<file path="src/rtl/uart_rx_shift_register.sv">
// UART receive front end: RXD synchroniser, oversampling sequencer,
// data/parity/stop shifter with sticky per-field status flags.
module uart_rx_shift_register #(
  parameter int OVERSAMPLE  = 16,
  parameter int SYNC_STAGES = 2,
  parameter int DATA_MAX    = 8
) (
  input  logic                PCLK,
  input  logic                PRESETn,
  input  logic                baud_tick,
  input  logic                rxd,
  input  logic [3:0]          ctrl_shift_register,
  input  logic [3:0]          number_data_receive,
  input  logic                parity_bit_mode,
  input  logic                parity_odd,
  input  logic                stop_bit_twice,
  output logic                start_bit,
  output logic                data_is_received,
  output logic                parity_bit,
  output logic                stop_bit,
  output logic [DATA_MAX-1:0] rx_data,
  output logic                frame_error,
  output logic                parity_error
);

  localparam int CW = $clog2(OVERSAMPLE);
  localparam logic [CW-1:0] HALF = CW'(OVERSAMPLE / 2);

  typedef enum logic [2:0] {
    SEQ_IDLE,
    HUNT,
    START,
    DATA,
    PARITY,
    STOP0,
    STOP1
  } seq_t;

  seq_t state_q, state_n;

  logic [SYNC_STAGES-1:0] sync_q;
  logic                   rx_s;
  logic                   prev_q, prev_n;
  logic [CW-1:0]          cnt_q, cnt_n, cur;
  logic                   smp;

  logic [3:0]             n_q, n_n, n_cfg;
  logic                   pen_q, pen_n;
  logic                   podd_q, podd_n;
  logic                   two_q, two_n;

  logic [3:0]             bit_q, bit_n;
  logic [DATA_MAX-1:0]    sh_q, sh_n, sh_ins;
  logic                   acc_q, acc_n;

  logic                   st_q, st_n;
  logic                   dr_q, dr_n;
  logic                   pb_q, pb_n;
  logic                   sp_q, sp_n;
  logic [DATA_MAX-1:0]    rd_q, rd_n;
  logic                   fe_q, fe_n;
  logic                   pe_q, pe_n;

  logic                   abort;
  logic                   arm;

  always_ff @(posedge PCLK or negedge PRESETn) begin
    if (!PRESETn) begin
      sync_q <= '1;
    end else begin
      sync_q <= {sync_q[SYNC_STAGES-2:0], rxd};
    end
  end

  assign rx_s  = sync_q[SYNC_STAGES-1];
  assign abort = (ctrl_shift_register == 4'b0000);
  assign arm   = (ctrl_shift_register == 4'b0001);
  assign cur   = cnt_q + 1'b1;
  assign smp   = baud_tick && (cur == HALF);

  always_comb begin
    if (number_data_receive <= 4'd5) begin
      n_cfg = 4'd5;
    end else if (number_data_receive >= 4'd8) begin
      n_cfg = 4'd8;
    end else begin
      n_cfg = number_data_receive;
    end
  end

  always_comb begin
    for (int i = 0; i < DATA_MAX; i++) begin
      sh_ins[i] = (i == int'(bit_q)) ? rx_s : sh_q[i];
    end
  end

  always_comb begin
    state_n = state_q;
    prev_n  = prev_q;
    cnt_n   = cnt_q;
    n_n     = n_q;
    pen_n   = pen_q;
    podd_n  = podd_q;
    two_n   = two_q;
    bit_n   = bit_q;
    sh_n    = sh_q;
    acc_n   = acc_q;
    st_n    = st_q;
    dr_n    = dr_q;
    pb_n    = pb_q;
    sp_n    = sp_q;
    rd_n    = rd_q;
    fe_n    = fe_q;
    pe_n    = pe_q;

    if (baud_tick) begin
      prev_n = rx_s;
    end

    if (abort && state_q != SEQ_IDLE) begin
      // rx_data survives an abort; only the frame in flight is dropped
      state_n = SEQ_IDLE;
      sh_n    = '0;
      st_n    = 1'b0;
      dr_n    = 1'b0;
      pb_n    = 1'b0;
      sp_n    = 1'b0;
      fe_n    = 1'b0;
      pe_n    = 1'b0;
    end else begin
      if (baud_tick) begin
        cnt_n = cur;
      end
      unique case (state_q)
        SEQ_IDLE: begin
          if (arm) begin
            state_n = HUNT;
            sh_n    = '0;
            st_n    = 1'b0;
            dr_n    = 1'b0;
            pb_n    = 1'b0;
            sp_n    = 1'b0;
            rd_n    = '0;
            fe_n    = 1'b0;
            pe_n    = 1'b0;
          end
        end
        HUNT: begin
          if (baud_tick && !rx_s && prev_q) begin
            state_n = START;
            cnt_n   = '0;
            n_n     = n_cfg;
            pen_n   = parity_bit_mode;
            podd_n  = parity_odd;
            two_n   = stop_bit_twice;
            bit_n   = '0;
            sh_n    = '0;
            acc_n   = 1'b0;
          end
        end
        START: begin
          if (smp) begin
            if (!rx_s) begin
              st_n    = 1'b1;
              state_n = DATA;
            end else begin
              state_n = HUNT;
            end
          end
        end
        DATA: begin
          if (smp) begin
            sh_n  = sh_ins;
            acc_n = acc_q ^ rx_s;
            bit_n = bit_q + 4'd1;
            if (bit_q == n_q - 4'd1) begin
              rd_n = sh_ins;
              dr_n = 1'b1;
              if (pen_q) begin
                state_n = PARITY;
              end else begin
                pb_n    = 1'b1;
                state_n = STOP0;
              end
            end
          end
        end
        PARITY: begin
          if (smp) begin
            if ((acc_q ^ rx_s) == podd_q) begin
              pb_n = 1'b1;
            end else begin
              pe_n = 1'b1;
              pb_n = 1'b0;
            end
            state_n = STOP0;
          end
        end
        STOP0: begin
          if (smp) begin
            if (!rx_s) begin
              fe_n    = 1'b1;
              sp_n    = 1'b0;
              state_n = SEQ_IDLE;
            end else if (two_q) begin
              state_n = STOP1;
            end else begin
              sp_n    = 1'b1;
              state_n = SEQ_IDLE;
            end
          end
        end
        STOP1: begin
          if (smp) begin
            if (rx_s) begin
              sp_n = 1'b1;
            end else begin
              fe_n = 1'b1;
            end
            state_n = SEQ_IDLE;
          end
        end
        default: state_n = SEQ_IDLE;
      endcase
    end
  end

  always_ff @(posedge PCLK or negedge PRESETn) begin
    if (!PRESETn) begin
      state_q <= SEQ_IDLE;
      prev_q  <= 1'b1;
      cnt_q   <= '0;
      n_q     <= 4'd8;
      pen_q   <= 1'b0;
      podd_q  <= 1'b0;
      two_q   <= 1'b0;
      bit_q   <= '0;
      sh_q    <= '0;
      acc_q   <= 1'b0;
      st_q    <= 1'b0;
      dr_q    <= 1'b0;
      pb_q    <= 1'b0;
      sp_q    <= 1'b0;
      rd_q    <= '0;
      fe_q    <= 1'b0;
      pe_q    <= 1'b0;
    end else begin
      state_q <= state_n;
      prev_q  <= prev_n;
      cnt_q   <= cnt_n;
      n_q     <= n_n;
      pen_q   <= pen_n;
      podd_q  <= podd_n;
      two_q   <= two_n;
      bit_q   <= bit_n;
      sh_q    <= sh_n;
      acc_q   <= acc_n;
      st_q    <= st_n;
      dr_q    <= dr_n;
      pb_q    <= pb_n;
      sp_q    <= sp_n;
      rd_q    <= rd_n;
      fe_q    <= fe_n;
      pe_q    <= pe_n;
    end
  end

  assign start_bit        = st_q;
  assign data_is_received = dr_q;
  assign parity_bit       = pb_q;
  assign stop_bit         = sp_q;
  assign rx_data          = rd_q;
  assign frame_error      = fe_q;
  assign parity_error     = pe_q;

endmodule

</file>
<file path="config.mk">
export PLATFORM = sky130hd
export DESIGN_NAME = uart_rx_shift_register
export DESIGN_NICKNAME = d
export VERILOG_FILES = /design/src/rtl/uart_rx_shift_register.sv
export SDC_FILE = /design/constraint.sdc
export NUM_CORES = 1
export LEC_CHECK = 0
export ABC_AREA = 1
export CAP_MARGIN = 10
export CORE_ASPECT_RATIO = 1.4
export CORE_UTILIZATION = 49
export DETAILED_ROUTE_END_ITERATION = 8
export DONT_BUFFER_PORTS = 1
export SYNTH_ARGS = -nofsm -noshare
export SYNTH_HDL_FRONTEND = slang
export SYNTH_SLANG_ARGS = --single-unit
</file>
<file path="constraint.sdc">
create_clock -name PCLK -period 4.7 [get_ports PCLK]
set_input_delay 0.235 -clock PCLK [delete_from_list [all_inputs] [get_ports PCLK]]
set_output_delay 0.235 -clock PCLK [all_outputs]
set_load 0.03 [all_outputs]
</file>
==> flow_summary.yaml <==
outcome:
  status: "finished, final reports clean"
sta:
  finalSetupViolations: 0
  hold_violations: 0
  rsz0062_at_grt: "false"
  tightest_slew_ns: 0.4946
  fmax_ghz: 0.5087
  timing.final.crit_share_pct: 41.83
  final_max_slew_viol_count: 0
  relSlewSlack_pct: 66.95
  fin_setup_tns_ns: 0
  period_needed_ns: 1.966
  clock_skew_ns: 0.006459
  hold_ws_ns: 0.03137
logic_synthesis:
  yosys-top-cells-area: "dfrtp_1 (37%), nand2_1 (13%), nand3_1 (6.0%)"
  syn_area_per_cell_um2: 7.575
  synth-seq-area-share_pct: 41.37
  synth_top_cell_by_area: "dfrtp_1"
  async_flop_share_pct: 100.0
  synth_xor_xnor_area_share_pct: 0.9827
  syn_inst: 353
  syn_nets: 375
  yosysWarnings: 0
  synthDistinctLibCells: 29
  ys_ff_latch: 44
  synth_ff_type: "dfrtp_1"
  synthMuxAreaShare_pct: 0.4212
  syn_area_mm2: 0.002674
  synth-compound-area-share_pct: 12.92
  yosys.area_share.simple_pct: 32.05
  synthAdderAreaFrac_pct: 3.276
  synth_top_area_share_pct: 37.44
  synth_top_family_by_area: "simple AND/OR/NAND/NOR gates"
  synth-edff-count: 0
worst_hold_path:
  hold_path.class: "input port to flop"
  whs_path_depth: 1
clock_network:
  postCtsSetupRepairBufs: 0
  cts.sink_count: 44
  path_clk_slew_ns: 0.08
  cts_tree: "yes"
  clk_latency_ns: 0.29
  htree_levels: 2
  postCtsHoldBufs: 3
  cts-resized-gates: 0
  cts_buffer_depth: 2
  cts_buffers: 5
  cts-root-buf: "clkbuf_8"
worst_setup_path:
  endpoint: "rx_data[3]"
  cp_common_cell: "nand2_1"
  crit_path_start: "n_q[0]"
  crit_cells: 12
  rr_worst_depth: 12
  slowest_delay_ns: 0.41
  cp_max_fo: 12
  crit_path_start_kind: "flop"
  cp_top_family: "simple AND/OR/NAND/NOR gates"
  cp_num_buf_inv: 2
  reg2reg_to: "rx_data[3]"
  r2r_start: "n_q[0]"
  arrival_ns: 2.14
  critPathKind: "flop to flop"
  slowest_stage: "dfrtp_1"
  crit_required_ns: 4.87
  path_cells: "inv_1 -> ha_1 -> nand2_1 -> inv_1 -> nor2_1 -> nand2_1 -> nor2_1 -> nand2_1 -> nand2_1 -> nand2_2 -> nand2_1 -> o21ai_2"
  ff2ff_setup_slack_ns: 2.73
  critPathCaptureType: "flop"
drt:
  drc: 0
  drt-initial-drc-count: 118
  wl_per_cell_um: 13.28
  vias: 2233
  drt-pass1-iter-count: 4
  viasPerCell: 5.291
  ant_nets: 0
  finalWirelength_um: 5603
floorplan:
  initial_core_util_pct: 51.44
  die_area_mm2: 0.005760
  row_count: 31
  dieHeight_um: 89.41
  core-area_mm2: 0.005197
  ioPinCount: 29
  die_w_um: 64.43
finish:
  final_nets: 377
  regArea_mm2: 0.001106
  diodes: 0
  multiInputGateArea_mm2: 0.001328
  nFillCells: 513
  fin_util_pct: 54.36
  drive_gt1_share_pct: 12.08
  fin_area_mm2: 0.002825
  layoutNonFillerInstCount: 422
  area_delta_synth_final_pct: 5.662
global_routing:
  grt_pass1_vias: 2076
  grt_overflow: 0
  grt_max_degree: 45
  antenna_found_initial: 0
  grt_pass1_wl_um: 9266
  grt_use_total_pct: 21.31
place:
  numPortBuffers: 0
  dp.cells: 411
  routabilityCongestion: 0.9199
  dpl.hpwl_um: 4224
  placed_area_mm2: 0.002685
run:
  maxCapViolations: 0
power:
  leakage_nw: 1.380
  max-vdd-ir-drop_mv: 0.2771
  power_density_mw_per_mm2: 569.0
==> sequential cells by signal, summed over array words and instances, names as in the netlist, 2 cells and up <==
register  flops
cnt_q         4
state_q       3
sync_q        2
rx_data       8
sh_q          8
n_q           4
bit_q         4
==> worst min path at each step <==
stage               slack (ns)                   start      end
global route             0.007  number_data_receive[3]   n_q[1]
CTS                       0.02  number_data_receive[3]   n_q[1]
global placement         -0.06                 PRESETn  sh_q[3]
finish                    0.03  number_data_receive[3]   n_q[1]
floorplan                -0.06                 PRESETn    acc_q
detailed placement       -0.06                 PRESETn  sh_q[3]
==> worst reg2reg max path, cell delays in order, from the launching register on <==
cell	delay, ns
dfrtp_1	0.41
inv_1	0.10
ha_1	0.31
nand2_1	0.06
inv_1	0.04
nor2_1	0.09
nand2_1	0.06
nor2_1	0.10
nand2_1	0.12
nand2_1	0.18
nand2_2	0.21
nand2_1	0.13
o21ai_2	0.05
==> stage by stage <==
step / power (mW) / setup WS, ns
final: 1.607 / 2.734
after global routing: 1.747 / 2.525
after detailed placement: 1.358 / 2.737
after CTS: 1.623 / 2.718
after floorplan: 1.237 / 3.030
after global placement: 1.356 / 2.773
==> placed cells by master, fill, tap and decap left out, drive strengths merged <==
master / instances
a211oi: 4
a21oi: 10
a31oi: 2
and2: 1
buf: 1
clkbuf: 6
clkinv: 2
dfrtp: 40
dfstp: 4
dlygate4sd3: 2
ha: 7
inv: 45
mux2: 1
nand2: 102
nand3: 33
nand3b: 2
nand4: 6
nor2: 44
o21a: 1
o21ai: 39
o31ai: 1
xor2: 3
==> routing by layer <==
metal / vias up / GRT usage [%] / routed length (µm)
li1: 1136 / - / -
met1: 1039 / 23.83 / 2364
met2: 48 / 38.18 / 2927
met3: 10 / 4.082 / 177
met4: 0 / 11.52 / 133
met5: - / 0 / 0
==> synth_stat cells, types with 2 or more instances <==
library cell	instances
nand2_1	95
inv_1	41
dfrtp_1	40
nor2_1	37
nand3_1	32
o21ai_0	28
a21oi_1	9
ha_1	7
nand4_1	6
o21ai_1	6
buf_6	5
nor2_4	5
o21ai_2	5
a211oi_2	4
dfstp_2	4
inv_2	4
nand2_4	4
buf_2	3
nand2_2	3
xor2_1	3
a31oi_1	2
nand3b_1	2
nor2_2	2
==> cells by family (layout without fill, tap and decap cells) <==
logic type	Yosys count	count (layout)
AND/OR/NAND/NOR	188	188
AO/OA/AOI/OAI	57	57
buffers and inverters	53	56
flip-flops	44	44
adder cells (fa/ha/maj)	7	7
XOR/XNOR	3	3
multiplexers	1	1
==> area by class of cell <==
type                    count  share of cell area [%]
flip-flops and latches     44                   39.15
clock inverters             2                  0.3543
inverters                  45                   5.979
repair buffers              3                   1.683
multi-input cells         256                   46.99
clock buffers               6                   2.923
well taps                  66                   2.923
==> where the power goes <==
part / internal (mW) / switching [mW]
clock network: 0.117 / 0.126
registers: 0.482 / 0.150
logic: 0.247 / 0.486
total: 0.846 / 0.762
No activity file was read; power rests on OpenSTA's default activity.
